`src/rtl/ps2_kbmatrix_if.sv`:
```
// PS/2 line inputs and key-matrix/scancode outputs of the keyboard front end.
// The master side drives the PS/2 lines; the slave side is the ps2_kbmatrix block.
interface ps2_kbmatrix_if;
    logic        ps2_clk;
    logic        ps2_dat;
    logic [63:0] kbmatrix;
    logic        scan_stb;
    logic [7:0]  scan_code;
    logic        frame_err;

    modport master (
        output ps2_clk, ps2_dat,
        input  kbmatrix, scan_stb, scan_code, frame_err
    );

    modport slave (
        input  ps2_clk, ps2_dat,
        output kbmatrix, scan_stb, scan_code, frame_err
    );
endinterface

```
`src/rtl/ps2_kbmatrix.sv`:
```
// PS/2 Set-2 keyboard front end: line filter, frame receiver and make/break decoder
// driving the active-low Z88 key matrix. Define PS2_EXT_EN to enable E0-prefixed cursor keys.
module ps2_kbmatrix #(
    parameter int unsigned FILT_LEN    = 8,
    parameter int unsigned TIMEOUT_CYC = 20000
) (
    input  logic          clk,
    input  logic          reset,
    ps2_kbmatrix_if.slave bus
);
    localparam int unsigned FCW       = $clog2(FILT_LEN + 1);
    localparam logic [FCW-1:0] FILT_LAST = FCW'(FILT_LEN - 1);
    localparam logic [14:0]    TMO_LAST  = 15'(TIMEOUT_CYC - 1);

    typedef enum logic [1:0] {S_IDLE, S_DATA, S_PARITY, S_STOP} rx_state_t;

    logic           clk_s1, clk_s2, dat_s1, dat_s2;
    logic           filt_clk;
    logic [FCW-1:0] filt_cnt;
    logic           fe;

    rx_state_t      state;
    logic [2:0]     bit_cnt;
    logic [7:0]     shreg;
    logic           par_bit;
    logic [14:0]    tmo_cnt;
    logic           scan_stb;
    logic [7:0]     scan_code;
    logic           frame_err;
    logic           par_ok;

    logic [63:0]    kb;
    logic           brk;
    logic           ext;
    logic           map_hit;
    logic [5:0]     map_idx;

    assign bus.kbmatrix  = kb;
    assign bus.scan_stb  = scan_stb;
    assign bus.scan_code = scan_code;
    assign bus.frame_err = frame_err;

    // Two-flop synchronizers; idle lines are high
    always_ff @(posedge clk or posedge reset) begin
        if (reset) begin
            clk_s1 <= 1'b1;
            clk_s2 <= 1'b1;
            dat_s1 <= 1'b1;
            dat_s2 <= 1'b1;
        end else begin
            clk_s1 <= bus.ps2_clk;
            clk_s2 <= clk_s1;
            dat_s1 <= bus.ps2_dat;
            dat_s2 <= dat_s1;
        end
    end

    // Agreement filter: flips only after FILT_LEN consecutive differing samples
    always_ff @(posedge clk or posedge reset) begin
        if (reset) begin
            filt_clk <= 1'b1;
            filt_cnt <= '0;
            fe       <= 1'b0;
        end else begin
            fe <= 1'b0;
            if (clk_s2 == filt_clk) begin
                filt_cnt <= '0;
            end else if (filt_cnt == FILT_LAST) begin
                filt_clk <= clk_s2;
                filt_cnt <= '0;
                fe       <= ~clk_s2;
            end else begin
                filt_cnt <= filt_cnt + FCW'(1);
            end
        end
    end

    assign par_ok = ^{shreg, par_bit};

    // Frame receiver; an fe always wins over a coincident timeout
    always_ff @(posedge clk or posedge reset) begin
        if (reset) begin
            state     <= S_IDLE;
            bit_cnt   <= 3'd0;
            shreg     <= 8'h00;
            par_bit   <= 1'b0;
            tmo_cnt   <= 15'd0;
            scan_stb  <= 1'b0;
            scan_code <= 8'h00;
            frame_err <= 1'b0;
        end else begin
            scan_stb  <= 1'b0;
            frame_err <= 1'b0;
            if (fe) begin
                tmo_cnt <= 15'd0;
                case (state)
                    S_IDLE: begin
                        if (!dat_s2) begin
                            state   <= S_DATA;
                            bit_cnt <= 3'd0;
                        end
                    end
                    S_DATA: begin
                        shreg   <= {dat_s2, shreg[7:1]};
                        bit_cnt <= bit_cnt + 3'd1;
                        if (bit_cnt == 3'd7) state <= S_PARITY;
                    end
                    S_PARITY: begin
                        par_bit <= dat_s2;
                        state   <= S_STOP;
                    end
                    S_STOP: begin
                        if (dat_s2 && par_ok) begin
                            scan_code <= shreg;
                            scan_stb  <= 1'b1;
                        end else begin
                            frame_err <= 1'b1;
                        end
                        state <= S_IDLE;
                    end
                    default: state <= S_IDLE;
                endcase
            end else if (state != S_IDLE) begin
                if (tmo_cnt == TMO_LAST) begin
                    state     <= S_IDLE;
                    tmo_cnt   <= 15'd0;
                    frame_err <= 1'b1;
                end else begin
                    tmo_cnt <= tmo_cnt + 15'd1;
                end
            end
        end
    end

    // Set-2 scancode to matrix bit (row*8 + col)
    always_comb begin
        map_hit = 1'b1;
        map_idx = 6'd0;
        case ({ext, scan_code})
            9'h05A: map_idx = 6'd6;   // ENTER
            9'h012: map_idx = 6'd62;  // LSHIFT
            9'h059: map_idx = 6'd63;  // RSHIFT
            9'h029: map_idx = 6'd46;  // SPACE
            9'h076: map_idx = 6'd61;  // ESC
            9'h00D: map_idx = 6'd53;  // TAB
            9'h066: map_idx = 6'd7;   // DEL
            9'h016: map_idx = 6'd45;  // 1
            9'h01E: map_idx = 6'd37;  // 2
            9'h026: map_idx = 6'd29;  // 3
            9'h025: map_idx = 6'd21;  // 4
            9'h02E: map_idx = 6'd13;  // 5
            9'h036: map_idx = 6'd5;   // 6
            9'h03D: map_idx = 6'd1;   // 7
            9'h03E: map_idx = 6'd0;   // 8
            9'h046: map_idx = 6'd24;  // 9
            9'h045: map_idx = 6'd40;  // 0
            9'h015: map_idx = 6'd44;  // Q
            9'h01D: map_idx = 6'd36;  // W
            9'h024: map_idx = 6'd28;  // E
            9'h02D: map_idx = 6'd20;  // R
            9'h02C: map_idx = 6'd12;  // T
            9'h035: map_idx = 6'd4;   // Y
            9'h03C: map_idx = 6'd9;   // U
            9'h043: map_idx = 6'd8;   // I
            9'h044: map_idx = 6'd16;  // O
            9'h04D: map_idx = 6'd32;  // P
            9'h01C: map_idx = 6'd49;  // A
            9'h01B: map_idx = 6'd43;  // S
            9'h023: map_idx = 6'd27;  // D
            9'h02B: map_idx = 6'd19;  // F
            9'h034: map_idx = 6'd11;  // G
            9'h033: map_idx = 6'd2;   // H
            9'h03B: map_idx = 6'd17;  // J
            9'h042: map_idx = 6'd25;  // K
            9'h04B: map_idx = 6'd41;  // L
            9'h01A: map_idx = 6'd42;  // Z
            9'h022: map_idx = 6'd34;  // X
            9'h021: map_idx = 6'd26;  // C
            9'h02A: map_idx = 6'd18;  // V
            9'h032: map_idx = 6'd10;  // B
            9'h031: map_idx = 6'd33;  // N
            9'h03A: map_idx = 6'd50;  // M
`ifdef PS2_EXT_EN
            9'h175: map_idx = 6'd3;   // UP
            9'h172: map_idx = 6'd14;  // DOWN
            9'h16B: map_idx = 6'd30;  // LEFT
            9'h174: map_idx = 6'd22;  // RIGHT
`endif
            default: map_hit = 1'b0;
        endcase
    end

`ifndef PS2_EXT_EN
    assign ext = 1'b0;
`endif

    // Make/break decoder; matrix is active low
    always_ff @(posedge clk or posedge reset) begin
        if (reset) begin
            kb  <= '1;
            brk <= 1'b0;
`ifdef PS2_EXT_EN
            ext <= 1'b0;
`endif
        end else if (scan_stb) begin
            case (scan_code)
                8'hF0: brk <= 1'b1;
                8'hE0: begin
`ifdef PS2_EXT_EN
                    ext <= 1'b1;
`endif
                end
                8'hAA, 8'h00, 8'hFF: begin
                    kb  <= '1;
                    brk <= 1'b0;
`ifdef PS2_EXT_EN
                    ext <= 1'b0;
`endif
                end
                default: begin
                    if (map_hit) kb[map_idx] <= brk;
                    brk <= 1'b0;
`ifdef PS2_EXT_EN
                    ext <= 1'b0;
`endif
                end
            endcase
        end
    end

endmodule

```
`src/flat_wrapper.sv`:
```
// flat-port wrapper written by rule: the top's interface ports become plain ports
module ps2_kbmatrix_flat 
#(
    parameter int unsigned FILT_LEN    = 8,
    parameter int unsigned TIMEOUT_CYC = 20000
)
  (clk, reset, bus_ps2_clk, bus_ps2_dat, bus_kbmatrix, bus_scan_stb, bus_scan_code, bus_frame_err);
  ps2_kbmatrix_if bus_i ();
  input  logic clk;
  input  logic reset;
  input wire logic [$bits(bus_i.ps2_clk)-1:0] bus_ps2_clk;
  input wire logic [$bits(bus_i.ps2_dat)-1:0] bus_ps2_dat;
  output wire logic [$bits(bus_i.kbmatrix)-1:0] bus_kbmatrix;
  output wire logic [$bits(bus_i.scan_stb)-1:0] bus_scan_stb;
  output wire logic [$bits(bus_i.scan_code)-1:0] bus_scan_code;
  output wire logic [$bits(bus_i.frame_err)-1:0] bus_frame_err;
  assign bus_i.ps2_clk = bus_ps2_clk;
  assign bus_i.ps2_dat = bus_ps2_dat;
  assign bus_kbmatrix = bus_i.kbmatrix;
  assign bus_scan_stb = bus_i.scan_stb;
  assign bus_scan_code = bus_i.scan_code;
  assign bus_frame_err = bus_i.frame_err;
  ps2_kbmatrix #(.FILT_LEN(FILT_LEN), .TIMEOUT_CYC(TIMEOUT_CYC)) u_core (.clk(clk), .reset(reset), .bus(bus_i));
endmodule
```
`config.mk`:
```
export PLATFORM = sky130hd
export DESIGN_NAME = ps2_kbmatrix_flat
export DESIGN_NICKNAME = d
export VERILOG_FILES = /design/src/rtl/ps2_kbmatrix_if.sv /design/src/rtl/ps2_kbmatrix.sv /design/src/flat_wrapper.sv
export SDC_FILE = /design/constraint.sdc
export NUM_CORES = 1
export LEC_CHECK = 0
export BUFFER_PORTS_ARGS = -buffer_cell sky130_fd_sc_hd__buf_2
export CORE_ASPECT_RATIO = 1.1
export CORE_MARGIN = 5
export CORE_UTILIZATION = 53
export DETAILED_ROUTE_END_ITERATION = 7
export GPL_TIMING_DRIVEN = 0
export HOLD_SLACK_MARGIN = 0.1
export MAX_ROUTING_LAYER = met4
export PLACE_DENSITY = 0.76
export SYNTH_ARGS = -nofsm -noshare
export SYNTH_HDL_FRONTEND = slang
export SYNTH_SLANG_ARGS = --single-unit
```
`constraint.sdc`:
```
create_clock -name clk -period 3.7 [get_ports clk]
set_input_delay 0.74 -clock clk [delete_from_list [all_inputs] [get_ports clk]]
set_output_delay 0.74 -clock clk [all_outputs]
set_load 0.005 [all_outputs]
```
Word-level counts from Yosys, hierarchy flattened. Cells that the tools add are included.

Register bits: 114. Output and inout port bits: 74. Logic and storage cells: 135. Bits of input ports: 4.

Bitwise operators: 4. Eq/ne operators: 57. Muxes and demuxes: 31. Reductions and logical operators: 21. $add $sub $neg: 3. Order comparisons: 2.

Operators with widths (number): $pmux 6 s42 (1); $eq 8x6->1 const B (23); $pmux 64 s2 (1); $eq 8x7->1 const B (11); $bwmux 64 (1); $eq 8x5->1 const B (8); $mux 64 (1); $mux 15 (3); $reduce_or 43->1 (1); $eq 8x8->1 const B (4); $add 15x1->15 const B (1); $eq 15x15->1 const B (1); $mux 1 (12); $mux 2 (5); $reduce_bool 2->1 (5); $reduce_and 3->1 (3); $reduce_xor 9->1 (1); $eq 8x4->1 const B (1); $logic_not 8->1 (1); $mux 4 (2); $pmux 2 s4 (1); $reduce_and 2->1 (4); $lt 6x7->1 const B (1); $demux 1 s6 (1); 19 further kinds (25).

Logic depth before layout (Yosys ltp). Gate-level depths: netlist (run 1).

Word-level depth: 9. Depth in mapped cells: 13. Gate-level depth less buffers: 9.

Worst setup path before layout (run 1). No wires, ideal clock.

Path type: reg-to-reg. Start: register u_core.scan_code[0] (netlist: u_core.bus.scan_code[0]). End: register u_core.kb[44] (netlist: u_core.bus.kbmatrix[44]). Setup time: 81 ps. Arrival: 2576 ps. Path slack: 1043 ps. Required time: 3619 ps. Period minus slack after synthesis: 2657 ps. Stages on the path, launching flop included: 10. Path buffers: 3. Cells stage by stage: dfrtp_1 > buf_6 > and4b_1 > buf_6 > and2_4 > or4b_1 > or4_1 > buf_2 > or3_1 > o221a_1.

Word-level cells in the longest chain between the ends: 9. Elaborated cells on any way between the ends: 64. Those cells by class: 2 x order compare; 47 x eq/ne; 7 x mux; 1 x bitwise; 7 x reduce/logical.

RTL lines: from (decl) (RTL line ps2_kbmatrix.sv:28) `logic [7:0] scan_code;`; from (signal assigned) (RTL line ps2_kbmatrix.sv:114) `scan_code <= shreg;`; $eq 8x6->1 (tied with other cells) (RTL line ps2_kbmatrix.sv:139) `case ({ext, scan_code})`; $pmux 6 s42 (RTL line ps2_kbmatrix.sv:139); $lt 6x7->1 (not written as such) / $ge 6x1->1 (equally long branches) (RTL line ps2_kbmatrix.sv:221) `if (map_hit) kb[map_idx] <= brk;`; $logic_and 1x1->1 (not written as such) (RTL line ps2_kbmatrix.sv:221); $mux 1 (not written as such) (RTL line ps2_kbmatrix.sv:221); $demux 1 s6; $bwmux 64 (RTL line ps2_kbmatrix.sv:221); $mux 64 (RTL line ps2_kbmatrix.sv:221); $pmux 64 s2 (RTL line ps2_kbmatrix.sv:206) `case (scan_code)`; to (signal, indexed assignment) (RTL line ps2_kbmatrix.sv:221); to (decl) (RTL line ps2_kbmatrix.sv:32) `logic [63:0] kb;`.

Parallel ways exist; a longest one is shown, timed or not. The select of a mux whose other input is x is not followed. A chain may end at the register's enable or synchronous reset.

Worst setup path after layout (run 1).
Start: register u_core.scan_code[3] (netlist: u_core.bus.scan_code[3]). End: register u_core.kb[26] (netlist: u_core.bus.kbmatrix[26]).

Same word-level chain as after synthesis.

==> results.json, run 1 <==
{
  "via_per_inst": 6.22,
  "drv_cap": 0,
  "fin_crit_ns": 3.65,
  "grt_max_degree": 59,
  "antenna_cells": 0,
  "crit_slowest_cell": "nor4_1",
  "dp_cells": 902,
  "syn_inst": 670,
  "critPathMaxStageDelay_ns": 0.98,
  "clkSlewWorstSetupHoldPaths_ns": 0.06,
  "place_hpwl_mm": 15.0,
  "rsz0062_at_grt": "false",
  "synth_warnings": 0,
  "cpMostUsedCell": "nor4_1",
  "cts_made_buffers": 17,
  "path_depth": 9,
  "initial_core_util_pct": 54.4,
  "stdcell_count": 934,
  "clk_latency_ns": 0.42,
  "syn_to_final_growth_pct": 18.2,
  "synth_edf_count": 0,
  "gp_congestion": 0.972,
  "cp-end-kind": "flop",
  "drtIter0Drc": 483,
  "grt_overflow": 0,
  "cp_cell_sequence": "buf_2, nand4b_1, nor4_1, nor4_1, nor4b_2, and4_1, buf_6, nor3_2, a2bb2oi_1",
  "grt_pass1_wl_mm": 32.4,
  "worstPathArrival_ns": 3.94,
  "clockBufferDepth": 2,
  "async_reset_ff_share_pct": 100,
  "cts_setup_buffers": 0,
  "mostFrequentLayoutCell": "buf_2",
  "hold_path.class": "reg -> reg",
  "power_mw": 2.99,
  "setup_viol": 0,
  "slew_violations": 0,
  "drt-total-wl_mm": 20.4,
  "cp-start-kind": "flop",
  "wl_per_cell_microns": 21.9,
  "final.setup.tns_ns": 0,
  "leakage_nw": 3.59,
  "r2r_cells": 9,
  "cp_top_family": "simple AND/OR/NAND/NOR gates",
  "drt_first_pass_iters": 6,
  "syn-num-nets": 682,
  "fin_nets": 779,
  "outcome": "finished clean",
  "layout_worst_path_cycle_share_pct": 98.5,
  "finalClockSkew_ns": 0.0140,
  "max_freq_mhz": 274,
  "die_w_microns": 116,
  "cts_tree": "built",
  "vias": 5806,
  "drive_gt1_share_pct": 31.9,
  "synth_cell_types": 75,
  "die_height_microns": 127,
  "grtUsageTotal_pct": 29.1,
  "critical_path_buf_inv_count": 2,
  "ys_dominant_reg_cell": "dfstp_2",
  "cp_max_fo": 10,
  "ys_ff_latch": 114,
  "design_area_sq_mm": 0.00780,
  "die-area_sq_mm": 0.0148,
  "synth_area_sq_mm": 0.00660,
  "cts_max_level": 4,
  "rows": 42,
  "drc": 0,
  "clock-sinks": 114,
  "worstMarginPinSlew_ns": 1.25,
  "cp.required_ns": 4.00,
  "antenna_found_initial": 0,
  "critical_path_class": "reg -> reg",
  "synth.avg_cell_area_sq_um": 9.85,
  "p_per_area_mw_per_mm2": 383,
  "io_pins": 78,
  "placed_area_sq_mm": 0.00721,
  "final_cell_mix": "98 x buf_2, 69 x dfstp_2, 58 x nor2_1",
  "core_sq_mm": 0.0121,
  "min_path_cells": 0,
  "grt_pass1_vias": 5888,
  "port_buffers": 77,
  "max-slew-margin-rel_pct": 15.6,
  "route.antenna.remaining_nets": 0,
  "fin_util_pct": 64.3,
  "peakVddDrop_v": 0.000310,
  "ys_seq_area_share_pct": 44.5,
  "cts_root_buf": "clkbuf_16",
  "hold_viol_final": 0
}
-- cell usage after synthesis (all sizes together), types with 7 or more instances --
| cell type | instances | area (sq um) |
|---|---|---|
| dfstp | 69 | 1810 |
| nor2 | 58 | 218 |
| nor3 | 55 | 285 |
| dfrtp | 45 | 1130 |
| nand2b | 37 | 231 |
| a21oi | 36 | 180 |
| buf | 32 | 195 |
| a2bb2oi | 29 | 254 |
| nand2 | 28 | 105 |
| clkbuf | 24 | 90.1 |
| mux2 | 19 | 214 |
| nand3 | 19 | 95.1 |
| xnor2 | 15 | 131 |
| nor2b | 12 | 75.1 |
| nor4 | 11 | 68.8 |
| o21ai | 11 | 55.1 |
| and2 | 9 | 58.8 |
| ha | 8 | 100 |
| inv | 8 | 30.0 |
| o21a | 8 | 60.1 |
| or3 | 8 | 50.1 |
| nor3b | 7 | 52.6 |
| nor4b | 7 | 116 |
| nor4bb | 7 | 70.1 |
-- worst register-to-register path, stage by stage, from the launching register on --
cell and delay, ns:
dfrtp_1 0.47, buf_2 0.27, nand4b_1 0.18, nor4_1 0.98, nor4_1 0.19, nor4b_2 0.25
and4_1 0.25, buf_6 0.15, nor3_2 0.61, a2bb2oi_1 0.19
-- metrics by stage --
step	worst slack (ns)	hold slack [ns]
2_1_floorplan	0.0585	0.345
3_3_place_gp	-1.00	0.346
3_5_place_dp	0.133	0.349
4_1_cts	0.104	0.357
5_1_grt	0.0642	0.363
6_report	0.0547	0.357
-- repair_timing --
action / 4_1_cts / 5_1_grt
hold buffers: 0 / 0
gates resized for setup: 0 / 1
endpoints found under the setup margin: 0 / 2
-- final timing paths --
| path | to | slack (ns) | from |
|---|---|---|---|
| hold reg to reg | u_core.clk_s2 | 0.36 | u_core.clk_s1 |
| min in group asynchronous | u_core.tmo_cnt[6] | 0.45 | reset |
| setup / recovery | u_core.bus.kbmatrix[26] | 0.05 | u_core.bus.scan_code[3] |
| max in group asynchronous | u_core.bus.kbmatrix[32] | 2.47 | reset |
| hold / removal | u_core.clk_s2 | 0.36 | u_core.clk_s1 |
| setup reg to reg | u_core.bus.kbmatrix[26] | 0.05 | u_core.bus.scan_code[3] |
-- logic make-up after synthesis --
family / after synthesis / share of synthesized area, %
and+or+nand+nor: 295 / 26.4
AOI/OAI and AO/OA: 147 / 16.5
DFF: 114 / 44.5
buffers and inverters: 64 / 4.78
xor gates and xnor gates: 21 / 2.79
muxes: 21 / 3.55
adders and majority gates: 8 / 1.52
-- power by group --
group	switching, mW	total (mW)	internal, mW	leakage (nW)
Combinational	0.0472	0.0771	0.0299	1.96
Clock	0.661	1.62	0.955	0.285
Sequential	0.0190	1.30	1.28	1.34
-- flip-flops by register name, indices dropped and copies added (netlist names), 2 cells and up --
register and flops:
u_core.shreg 8, u_core.bit_cnt 3, u_core.bus.scan_code 8, u_core.state 2, u_core.bus.kbmatrix 64, u_core.filt_cnt 4, u_core.tmo_cnt 15
-- cell type report --
class | instances | area [sq um]
Inverter | 8 | 32.5
Tap cell | 154 | 193
Sequential cell | 114 | 2940
Clock inverter | 15 | 160
Clock buffer | 17 | 425
Buffer | 56 | 285
Timing Repair Buffer | 78 | 413
Fill cell | 997 | 4340
Multi-Input combinational cell | 492 | 3350
-- metal layers --
metal | track usage [%] | wire (microns)
met2 | 45.3 | 9870
met1 | 36.2 | 8280
met3 | 7.38 | 1410
met5 | - | 0
met4 | 11.9 | 860
Power figures use the tool's default switching activity.
==> run 2, diff against run 1 <==
--- a/config.mk
+++ b/config.mk
@@ -8,12 +8,12 @@
 export BUFFER_PORTS_ARGS = -buffer_cell sky130_fd_sc_hd__buf_2
 export CORE_ASPECT_RATIO = 1.1
 export CORE_MARGIN = 5
-export CORE_UTILIZATION = 53
+export CORE_UTILIZATION = 50
 export DETAILED_ROUTE_END_ITERATION = 7
 export GPL_TIMING_DRIVEN = 0
 export HOLD_SLACK_MARGIN = 0.1
 export MAX_ROUTING_LAYER = met4
-export PLACE_DENSITY = 0.76
+export PLACE_DENSITY = 0.73
 export SYNTH_ARGS = -nofsm -noshare
 export SYNTH_HDL_FRONTEND = slang
 export SYNTH_SLANG_ARGS = --single-unit
==> results.json, run 2 (synthesis gave the netlist of run 1 again) <==
{
  "syn_to_final_growth_pct": 18.5,
  "cts_repair_resize_count": 0,
  "rows": 44,
  "p_comb_share_pct": 2.5,
  "drt_first_pass_iters": 5,
  "crit_slowest_cell": "a311oi_1",
  "cp-end-kind": "flop",
  "outcome": "finished clean",
  "largest_reg_flops": 64,
  "p_sw_share_pct": 22.4,
  "grt_pass1_vias": 5851,
  "clock-sinks": 114,
  "cp_cell_sequence": "buf_2, nand2b_1, clkbuf_1, or3_1, a311oi_1, nor3_2, and4_1, buf_6, nor3_2, a2bb2oi_1",
  "drtIter0Drc": 394,
  "via_per_inst": 6.26,
  "switchingPower_uw": 686,
  "hold_viol_final": 0,
  "cts_tree": "built",
  "vias": 5886,
  "grtUsageTotal_pct": 27.0,
  "wl_per_cell_microns": 21.1,
  "finalClockSkew_ns": 0.0161,
  "cp.required_ns": 4.02,
  "route.antenna.remaining_nets": 0,
  "antenna_found_initial": 0,
  "grt_overflow": 0,
  "hold_path.class": "reg -> reg",
  "drive_gt1_share_pct": 31.8,
  "fin_crit_ns": 3.47,
  "max-slew-margin-rel_pct": 25.6,
  "peakVddDrop_v": 0.000382,
  "clkSlewWorstSetupHoldPaths_ns": 0.06,
  "place_hpwl_mm": 14.5,
  "cts_max_level": 4,
  "core_sq_mm": 0.0131,
  "fin_nets": 779,
  "antenna_cells": 0,
  "power_frac_seq_pct": 42.4,
  "worstMarginPinSlew_ns": 1.11,
  "gp_congestion": 0.983,
  "cp-start-kind": "flop",
  "mostFrequentLayoutCell": "buf_2",
  "nFillCells": 1126,
  "cp_max_fo": 10,
  "final.setup.tns_ns": 0,
  "initial_core_util_pct": 50.4,
  "critical_path_class": "reg -> reg",
  "power.internal_mw": 2.37,
  "port_buffers": 77,
  "cp_top_family": "simple AND/OR/NAND/NOR gates",
  "die_w_microns": 120,
  "max_freq_mhz": 288,
  "clockBufferDepth": 2,
  "drc": 0,
  "die_height_microns": 131,
  "die-area_sq_mm": 0.0156,
  "cpMostUsedCell": "nor3_2",
  "power_mw": 3.06,
  "layout_worst_path_cycle_share_pct": 93.8,
  "leakage_nw": 3.60,
  "setup_viol": 0,
  "p_per_area_mw_per_mm2": 391,
  "rsz0062_at_grt": "false",
  "cts_made_buffers": 17,
  "critPathMaxStageDelay_ns": 0.68,
  "io_pins": 78,
  "drv_cap": 0,
  "grtUsageMet2_pct": 43.5,
  "clk_latency_ns": 0.43,
  "final_cell_mix": "98 x buf_2, 69 x dfstp_2, 58 x nor2_1",
  "slew_violations": 0,
  "use_met3_pct": 6.33,
  "grt_pass1_wl_mm": 31.7,
  "cts_root_buf": "clkbuf_16",
  "use_met1_pct": 31.7,
  "clkPwrFrac_pct": 55.1,
  "hold_buffers": 0,
  "top_usage_layer": "met2",
  "critical_path_buf_inv_count": 3,
  "worstPathArrival_ns": 3.80,
  "grt_max_degree": 61,
  "drt-total-wl_mm": 19.8,
  "cts_setup_buffers": 0
}
## run 2: cell types whose count changed in the layout (fill, tap and decap cells not counted), sizes merged
cell / previous run / this run
bufinv: 1 / 3
clkinv: 2 / 4
clkinvlp: 2 / 1
inv: 18 / 15
## run 2: area by class of cell
class | instances | area, sq um | share of cell area [%]
well taps | 161 | 201 | 2.58
inverters | 8 | 32.5 | 0.416
flip-flops and latches | 114 | 2940 | 37.6
plain buffers | 56 | 285 | 3.65
clock inverters | 15 | 179 | 2.29
multi-input cells | 492 | 3350 | 42.8
clock buffers | 17 | 425 | 5.44
repair buffers | 78 | 413 | 5.28
## run 2: metal layers
metal  vias up  share of wire, %
met3        61               6.6
met4         0               4.1
met5         -                 0
met2       243                49
li1       2683                 -
met1      2899                40
## run 2: power groups by stage
stage | sequential, mW | clock (mW) | combinational (mW)
2_1_floorplan | 1.31 | 0 | 0.0571
3_3_place_gp | 1.31 | 0 | 0.0679
3_5_place_dp | 1.32 | 0 | 0.0779
4_1_cts | 1.30 | 1.70 | 0.0791
5_1_grt | 1.30 | 1.77 | 0.0913
6_report | 1.30 | 1.69 | 0.0765
## run 2: worst reg2reg max path: stages (launching register included)
cell,delay (ns)
dfrtp_1,0.41
buf_2,0.22
nand2b_1,0.09
clkbuf_1,0.30
or3_1,0.40
a311oi_1,0.68
nor3_2,0.18
and4_1,0.25
buf_6,0.14
nor3_2,0.55
a2bb2oi_1,0.17
## run 2: final timing paths
check,depth (start not counted),slack (ns),from,to
max,10,0.23,u_core.bus.scan_code[1],u_core.bus.kbmatrix[46]
max reg2reg,10,0.23,u_core.bus.scan_code[1],u_core.bus.kbmatrix[46]
min in group asynchronous,2,0.44,reset,u_core.tmo_cnt[11]
min reg2reg,0,0.35,u_core.dat_s1,u_core.dat_s2
min,0,0.35,u_core.dat_s1,u_core.dat_s2
max in group asynchronous,3,2.50,reset,u_core.bus.kbmatrix[44]
## run 2: metrics by stage
stage | cell area, sq um | setup WS [ns] | utilization [%] | cells | hold WS (ns)
final | 7820 | 0.228 | 59.7 | 941 | 0.353
after CTS | 7820 | 0.307 | 59.7 | 941 | 0.353
after global routing | 7820 | 0.0763 | 59.7 | 941 | 0.362
after global placement | 7190 | -1.01 | 54.9 | 908 | 0.345
after detailed placement | 7220 | 0.309 | 55.1 | 909 | 0.349
after floorplan | 6600 | 0.0585 | - | 670 | 0.345
